File: config.mk
export PLATFORM = sky130hd
export DESIGN_NAME = rom_arbiter
export DESIGN_NICKNAME = d
export VERILOG_FILES = /design/src/rtl/rom_arbiter.sv
export SDC_FILE = /design/constraint.sdc
export NUM_CORES = 1
export LEC_CHECK = 0
export CAP_MARGIN = 40
export CORE_UTILIZATION = 33
export CTS_CLUSTER_SIZE = 10
export DETAILED_ROUTE_END_ITERATION = 7
export GPL_ROUTABILITY_DRIVEN = 0
export HOLD_SLACK_MARGIN = 0.12
export MAX_ROUTING_LAYER = met4
export PLACE_DENSITY = 0.77
export SKIP_LAST_GASP = 1
export SYNTH_ARGS = -nofsm -noshare
export SYNTH_HDL_FRONTEND = slang
export SYNTH_SLANG_ARGS = --single-unit
File: constraint.sdc
create_clock -name clk -period 2.5 [get_ports clk]
set_clock_uncertainty 0.15 [all_clocks]
set_input_delay 0.5 -clock clk [delete_from_list [all_inputs] [get_ports clk]]
set_output_delay 0.5 -clock clk [all_outputs]
set_load 0.01 [all_outputs]
File: src/rtl/rom_arbiter.sv
// rom_arbiter: round-robin sharing of one combinational-read ROM between
// NREQ valid/ready requesters. Each grant produces a registered, tagged
// response on the following cycle; aggregate throughput is one read/cycle.
module rom_arbiter #(
    parameter  int NREQ  = 4,
    parameter  int WIDTH = 8,
    parameter  int DEPTH = 256,
    localparam int ADDRW = $clog2(DEPTH),
    localparam int IDW   = $clog2(NREQ)
) (
    input  logic                  clk,
    input  logic                  rst,
    input  logic [NREQ-1:0]       req_valid,
    input  logic [NREQ*ADDRW-1:0] req_addr,
    output logic [NREQ-1:0]       req_ready,
    output logic [ADDRW-1:0]      rom_addr,
    input  logic [WIDTH-1:0]      rom_data,
    output logic [NREQ-1:0]       rsp_valid,
    output logic [WIDTH-1:0]      rsp_data,
    output logic [IDW-1:0]        rsp_id,
    output logic                  busy
);

    // Index of the most recently granted requester; rotation starts just above it.
    logic [IDW-1:0]   r_last;
    logic [NREQ-1:0]  r_rsp_valid;
    logic [WIDTH-1:0] r_rsp_data;
    logic [IDW-1:0]   r_rsp_id;

    logic [NREQ-1:0]  w_mask;
    logic [NREQ-1:0]  w_hi;
    logic [NREQ-1:0]  w_pick;
    logic [NREQ-1:0]  w_grant;
    logic             w_any;
    logic [IDW-1:0]   w_grant_id;
    logic [ADDRW-1:0] w_grant_addr;

    // Requesters ranked strictly above the last winner form the upper half of
    // the rotation; if none of them is valid the search wraps to index 0.
    // Only comparators and one isolate-lowest-bit sit in the grant path.
    generate
        for (genvar gi = 0; gi < NREQ; gi++) begin : g_mask
            assign w_mask[gi] = (IDW'(gi) > r_last);
        end
    endgenerate

    assign w_hi    = req_valid & w_mask;
    assign w_pick  = (|w_hi) ? w_hi : req_valid;
    assign w_grant = w_pick & (~w_pick + NREQ'(1));
    assign w_any   = |req_valid;

    // Encode the one-hot grant and steer the winner's address to the ROM.
    always_comb begin
        w_grant_id   = '0;
        w_grant_addr = '0;
        for (int i = 0; i < NREQ; i++) begin
            if (w_grant[i]) begin
                w_grant_id   = w_grant_id | IDW'(i);
                w_grant_addr = w_grant_addr | req_addr[i*ADDRW +: ADDRW];
            end
        end
    end

    // Capture the ROM word at the accepting edge and advance the rotation pointer.
    always_ff @(posedge clk or posedge rst) begin
        if (rst) begin
            r_last      <= IDW'(NREQ - 1);
            r_rsp_valid <= '0;
            r_rsp_data  <= '0;
            r_rsp_id    <= '0;
        end else begin
            r_rsp_valid <= w_grant;
            if (w_any) begin
                r_last     <= w_grant_id;
                r_rsp_data <= rom_data;
                r_rsp_id   <= w_grant_id;
            end
        end
    end

    assign req_ready = w_grant;
    assign rom_addr  = w_grant_addr;
    assign rsp_valid = r_rsp_valid;
    assign rsp_data  = r_rsp_data;
    assign rsp_id    = r_rsp_id;
    assign busy      = w_any;

endmodule

# Yosys cells after proc, flatten, opt, wreduce, memory -nomap -nowiden
# Index checks and enable logic that the tools add are counted.
# W data, S select, Z words.
totals:
  word_cells: 25
  ff_bits: 16
  inputBits: 46
  out_inout_bits: 27
op_classes:
  addsub: 1
  reduce_logical: 2
  n_lt_le_gt_ge: 4
  muxes: 8
  bitwise: 6
op_table:
  columns: ["cell", "n"]
  rows:
  - ["$mux W8", 4]
  - ["$or A8 B8 Y8", 3]
  - ["$and A4 B4 Y4", 2]
  - ["$reduce_or A4 Y1", 2]
  - ["$add A4 B1 Y4 const B", 1]
  - ["$gt A1 B2 Y1 const A", 2]
  - ["$gt A2 B2 Y1 const A", 2]
  - ["$mux W2", 2]
  - ["$mux W4", 1]
  - ["$not A4 Y4", 1]
  - ["$mux W1", 1]

# Logic depth before layout (Yosys ltp)
# Gate-level depths: netlist (run 1).
logic_depth:
  word_depth: 14
  ltp_mapped: 6
  mapped_depth_nobuf: 4

# Worst setup path after synthesis (run 1)
# No wires, ideal clock.
synth_timing:
  path_kind: "register -> output"
  startpoint: "register r_last[1]"
  endpoint: "output port rom_addr[1]"
  t_arrival_ns: 1.555
  stages_incl_launch_ff: 7
  t_required_ns: 1.850
  slack_ns: 0.295
  cell_sequence: "dfstp_2 buf_2 nor2_1 a221oi_2 nor2_2 buf_6 a221o_1"
synth_rtl:
  columns: ["element", "line", "text"]
  rows:
  - ["from (decl)", "25", "logic [IDW-1:0] r_last;"]
  - ["from (signal assigned)", "67", "r_last <= IDW'(NREQ - 1);"]
  - ["from (signal assigned)", "74", "r_last <= w_grant_id;"]
  - ["$gt A1 B2 Y1 / $gt A2 B2 Y1 (equally long branches)", "43", "assign w_mask[gi] = (IDW'(gi) > r_last);"]
  - ["$and A4 B4 Y4 *", "47", "assign w_hi = req_valid & w_mask;"]
  - ["$reduce_or A4 Y1", "48", "assign w_pick = (|w_hi) ? w_hi : req_valid;"]
  - ["$mux W4 *", "48", null]
  - ["$not A4 Y4", "49", "assign w_grant = w_pick & (~w_pick + NREQ'(1));"]
  - ["$add A4 B1 Y4", "49", null]
  - ["$and A4 B4 Y4 *", "49", null]
  - ["net req_ready[3]", "15", "output logic [NREQ-1:0] req_ready,"]
  - ["$mux W8 *", "57", "if (w_grant[i]) begin"]
  - ["to (decl)", "16", "output logic [ADDRW-1:0] rom_addr,"]
# Mark *: on every way through the listed nets, which the timed path passes. The rest lies on a longest branch.

# Worst setup path in the final report (run 1)
layout_timing:
  startpoint: "register r_last[1]"
  endpoint: "output port rom_addr[1]"
layout_via:
  elab_chain_len: 14
layout_rtl:
  columns: ["element", "line", "text"]
  rows:
  - ["$gt A1 B2 Y1 / $gt A2 B2 Y1 (equally long branches)", "43", null]
  - ["$and A4 B4 Y4 *", "47", null]
  - ["$reduce_or A4 Y1", "48", null]
  - ["$mux W4 *", "48", null]
  - ["$not A4 Y4", "49", null]
  - ["$add A4 B1 Y4", "49", null]
  - ["$and A4 B4 Y4 *", "49", null]
  - ["$mux W8", "57", null]
  - ["$or A8 B8 Y8", "59", "w_grant_addr = w_grant_addr | req_addr[i*ADDRW +: ADDRW];"]
  - ["$mux W8", "57", null]
  - ["$or A8 B8 Y8", "59", null]
  - ["$mux W8", "57", null]
  - ["$or A8 B8 Y8", "59", null]
  - ["$mux W8 *", "57", null]
# Every way passes the cells marked *; elsewhere a longest branch is shown, timed or not.

==> impl_metrics.toml, run 1 <==
[clock_tree]
ctsHtreeMaxLevel = 1
cts_tree = "built"
clk_pin_slew_ps = 90
cts_made_buffers = 3
cts_buffer_depth = 2
insertion_delay_ps = 280
clockRootBuffer = "clkbuf_4"
clkSinkCount = 16

[floorplanning]
rows = 18
die_x_um = 55.2
die_h_um = 55.2
die-area_um2 = 3050
io_pins = 73
initial_core_util = 0.364
core-area_um2 = 2570

[setup_path]
critPathKind = "reg2out"
startpoint_type = "flop"
ff2ff_setup_slack_ps = 490
r2r-end = "rsp_id[0]"
crit_path_end_kind = "output pin"
r2r_cells = 7
worstPathMaxFanout = 5
worst_ep_arrival_time_ps = 1940
crit_required_ps = 1850
worstReg2RegStart = "r_last[1]"

[placement]
dpl_cell_area_um2 = 1800
io_buffers = 72
post-dp-hpwl_mm = 2.43

[finish]
antenna_cells = 0
areaGrowthSynthToFinish_pct = 104
design_area_um2 = 1910
fin_nets = 235
drive_gt1_frac = 0.340
layout_commonest_cell = "clkdlybuf4s50_1"
final_cell_mix = "55 x clkdlybuf4s50_1, 24 x buf_4, 14 x dfrtp_1"

[synthesis]
synth_area_leaders = "dfrtp_1 37%, mux2_2 9.6%, a221o_1 6.4%, dfstp_2 5.6%, o22ai_1 5.4%"
synth_top_area_share = 0.375
ys_seq_elements = 16
yosys.area.top_type = "dfrtp_1"
syn_area_um2 = 935
ys_types = 24
yosysSeqAreaShare = 0.431
synth-edff-count = 0
synth_cells = 91
syn-mean-instance-area_um2 = 10.3
async_flop_share = 1.00
synth_nets = 137
yosys_warnings = 0
ys.flop_type = "dfrtp_1"

[timing]
setup_ws_ps = -87.5
tightest_slew_ps = 585
max-slew-margin-rel = 0.610
min_period_over_period = 1.03
fmax_mhz = 386
rsz0062_at_grt = "yes"
finalSetupViolations = 8
hold_viol = 0
fin_hold_ws_ps = 346
drv_slew = 0
period_minus_slack_ps = 2590

[routing]
drtIter0Drc = 23
final_antenna_net_count = 0
wire_per_inst_um = 15.5
vias_per_cell = 5.18
vias = 1130
drtPass1Iterations = 4
remaining_drc_errors = 0
routed_wl_mm = 3.37

[hold_path]
holdPathEnd = "rsp_id[0]"
hold_depth = 1
hold_class = "reg2reg"
min_from = "rsp_id[0]"

[global_routing]
grt_usage = 0.230
busiest_layer = "met2"
use_met2 = 0.396
grt_use_met3 = 0.0492
grt_max_degree = 17
grt_pass1_vias = 1175
grt_util_met1 = 0.269
antenna_found_initial = 0
gr-total-overflow = 0
grt_pass1_wl_mm = 5.49

[power_and_ir_drop]
p_leak_nw = 0.864
ir_worst_vdd_mv = 0.576
powerDensity_nw_per_um2 = 655

[outcome]
status = "complete, but fails checks"
violations = "negative setup slack"

[flow_run]
max_cap_violations = 0
==> synth_stat cells, types with 3 or more instances <==
cell type and number:
a211o_1 4, a221o_1 6, buf_2 5, dfrtp_1 14, inv_1 13, mux2_2 8
nand3_1 8, o21ai_0 3, o22ai_1 8
==> repair_timing <==
| item | CTS | global route |
|---|---|---|
| hold buffers | 0 | 0 |
| endpoints found under the hold margin | 0 | 0 |
| buffers inserted | 5 | 1 |
| gates cloned | 2 | 0 |
| pin swaps | 10 | 2 |
| endpoints found under the setup margin | 13 | 9 |
| resized for setup | 53 | 9 |
==> sequential cells by signal (all words and copies together) (netlist names) <==
| register | cells |
|---|---|
| rsp_data | 8 |
| rsp_id | 2 |
| rsp_valid | 4 |
| r_last | 2 |
==> per-layer routing <==
metal,up-vias,wire length (um)
li1,539,-
met1,521,1430
met2,68,1640
met3,2,278
met4,0,21
met5,-,0
==> worst max path at each step <==
| stage | startpoint | slack, ps | cells past startpoint | to |
|---|---|---|---|---|
| detailed placement | req_valid[1] | -600 | 7 | rom_addr[7] |
| global placement | req_valid[3] | -570 | 6 | rom_addr[7] |
| floorplan | r_last[1] | 300 | 6 | rom_addr[1] |
| CTS | r_last[0] | -100 | 5 | rom_addr[7] |
| global route | r_last[1] | -170 | 6 | rom_addr[4] |
| finish | r_last[1] | -90 | 6 | rom_addr[1] |
==> where the power goes <==
| part | switching (W) | internal (W) |
|---|---|---|
| registers | 0.0000393 | 0.000314 |
| clock network | 0.0000759 | 0.0000886 |
| logic | 0.000310 | 0.000421 |
| total | 0.000426 | 0.000824 |
==> cells by family after synthesis <==
family / after synthesis / synth area share
DFF: 16 / 0.431
buffers and inverters: 20 / 0.103
muxes: 8 / 0.0964
AOI/OAI and AO/OA: 30 / 0.262
and+or+nand+nor: 17 / 0.107
==> critical path, cell delays in order (launching register included) <==
cell and delay (ps):
dfstp_2 620, nor2_2 80, a221oi_4 330, buf_6 160, nor2_4 40, a221o_1 300
buf_2 140
==> area by class of cell <==
type                    instances  area, um2
flip-flops and latches         16        403
multi-input cells              57        504
well taps                      30       37.5
fillers                       191        661
repair buffers                 98        877
inverters                      13       48.8
clock buffers                   4       36.3
==> metrics by stage <==
stage | cells | setup slack [ps] | setup TNS, ps | utilization | total power [W]
floorplan | 91 | 295 | 0 | - | 0.000642
global placement | 207 | -566 | -5830 | 0.702 | 0.00100
detailed placement | 207 | -600 | -6120 | 0.702 | 0.00102
CTS | 217 | -98.5 | -358 | 0.731 | 0.00122
global route | 218 | -166 | -1150 | 0.743 | 0.00132
finish | 218 | -87.5 | -523 | 0.743 | 0.00125
Power figures use the tool's default switching activity.
==> run 2, diff against run 1 <==
- CORE_ASPECT_RATIO: default -> 1.1
==> impl_metrics.toml, run 2 (synthesis gave the netlist of run 1 again) <==
[routing]
vias = 1078
drtIter0Drc = 7
vias_per_cell = 5.06
wire_per_inst_um = 13.8
final_antenna_net_count = 0
remaining_drc_errors = 0
drtPass1Iterations = 4
routed_wl_mm = 2.94

[hold_path]
min_from = "rsp_id[1]"
hold_depth = 1
holdPathEnd = "rsp_id[1]"
hold_class = "reg2reg"

[power_and_ir_drop]
powerDensity_nw_per_um2 = 643
p_sw_w = 0.000392
p_int_w = 0.000798
pwr-share-seq = 0.294
power.total_w = 0.00119
p_leak_nw = 0.859
switching_share = 0.329
pwr-share-clk = 0.137
combPwrFrac = 0.569
ir_worst_vdd_mv = 0.505

[clock_tree]
cts_tree = "built"
insertion_delay_ps = 280
clk_pin_slew_ps = 90
cts_made_buffers = 3
ctsHtreeMaxLevel = 1
hold_buffers = 0
clockRootBuffer = "clkbuf_4"
cts_buffer_depth = 2
clkSinkCount = 16

[setup_path]
ff2ff_setup_slack_ps = 770
crit_path_end_kind = "output pin"
worstPathMaxFanout = 8
worstReg2RegStart = "r_last[1]"
r2r-end = "rsp_id[1]"
startpoint_type = "flop"
crit_required_ps = 1850
r2r_cells = 5
critPathKind = "reg2out"
worst_ep_arrival_time_ps = 1920

[global_routing]
gr-total-overflow = 0
grt_pass1_vias = 1091
grt_usage = 0.202
grt_max_degree = 17
antenna_found_initial = 0
grt_pass1_wl_mm = 4.60

[finish]
layout.cells.non_filler = 213
antenna_cells = 0
design_area_um2 = 1850
largest_reg_flops = 8
areaGrowthSynthToFinish_pct = 97.9
drive_gt1_frac = 0.313
final_cell_mix = "57 x clkdlybuf4s50_1, 16 x buf_4, 14 x dfrtp_1"
fin_nets = 229
nFillCells = 203
layout_commonest_cell = "clkdlybuf4s50_1"

[timing]
max-slew-margin-rel = 0.617
finalSetupViolations = 7
rsz0062_at_grt = "yes"
min_period_over_period = 1.03
tightest_slew_ps = 574
drv_slew = 0
fmax_mhz = 389
period_minus_slack_ps = 2570
hold_viol = 0
setup_ws_ps = -71.3

[floorplanning]
rows = 19
initial_core_util = 0.361
die-area_um2 = 3050
die_h_um = 57.8
core-area_um2 = 2590
io_pins = 73
die_x_um = 52.7

[placement]
dpl_cell_area_um2 = 1780
dp.cells = 205
io_buffers = 72
post-dp-hpwl_mm = 2.24

[outcome]
violations = "negative setup slack"
status = "complete, but fails checks"

[flow_run]
max_cap_violations = 0
[run 2: cell count changes in the layout (fill, tap and decap cells not counted), moves of 2 or more]
cell,before,now
clkdlybuf4s50_1,55,57
nor2_4,2,0
dlymetal6s2s_1,0,2
buf_4,24,16
nor2_2,1,3
dlygate4sd2_1,7,3
buf_6,4,7
[run 2: timing repair]
action,in CTS,in global routing
setup endpoints to repair,13,12
pin swaps,1,7
setup buffers,1,3
resized for setup,36,22
[run 2: final cells by class]
| type | count | area (um2) | share of cell area |
|---|---|---|---|
| Timing Repair Buffer | 94 | 866 | 0.468 |
| Multi-Input combinational cell | 55 | 457 | 0.247 |
| Sequential cell | 16 | 403 | 0.218 |
| Inverter | 13 | 48.8 | 0.0264 |
| Tap cell | 31 | 38.8 | 0.0210 |
| Clock buffer | 4 | 36.3 | 0.0196 |
[run 2: per-layer routing]
| layer | global-route usage | vias to the layer above | wire [um] |
|---|---|---|---|
| met5 | - | - | 0 |
| met4 | 0.0639 | 0 | 0 |
| met3 | 0.0577 | 0 | 341 |
| met2 | 0.356 | 52 | 1480 |
| met1 | 0.212 | 503 | 1120 |
| li1 | - | 523 | - |
[run 2: worst max path at each step]
stage	startpoint	to	slack (ps)	cells past startpoint
2_1_floorplan	r_last[1]	rom_addr[1]	300	6
3_3_place_gp	req_valid[1]	rom_addr[7]	-690	7
3_5_place_dp	req_valid[1]	rom_addr[7]	-730	7
4_1_cts	r_last[1]	rom_addr[7]	-220	8
5_1_grt	r_last[1]	rom_addr[7]	-140	6
6_report	r_last[1]	rom_addr[7]	-70	6
[run 2: metrics by stage]
step	util	setup slack (ps)	TNS (ps)	hold WS, ps
finish	0.714	-71.3	-366	349
global placement	0.688	-685	-6840	322
global route	0.714	-138	-1050	378
floorplan	-	295	0	262
CTS	0.703	-216	-1300	353
detailed placement	0.688	-729	-7270	328
[run 2: power groups by stage]
stage          registers, W  clock network, W  logic, W
2_1_floorplan      0.000352                 0  0.000291
3_3_place_gp       0.000348                 0  0.000650
3_5_place_dp       0.000351                 0  0.000660
4_1_cts            0.000347          0.000169  0.000645
5_1_grt            0.000354          0.000177  0.000729
6_report           0.000350          0.000163  0.000677
[run 2: critical path, cell delays in order (launching register included)]
cell and delay [ps]:
dfstp_2 610, nor2_2 60, a221oi_2 250, nor2_2 70, buf_6 140, a221o_2 390
buf_6 120
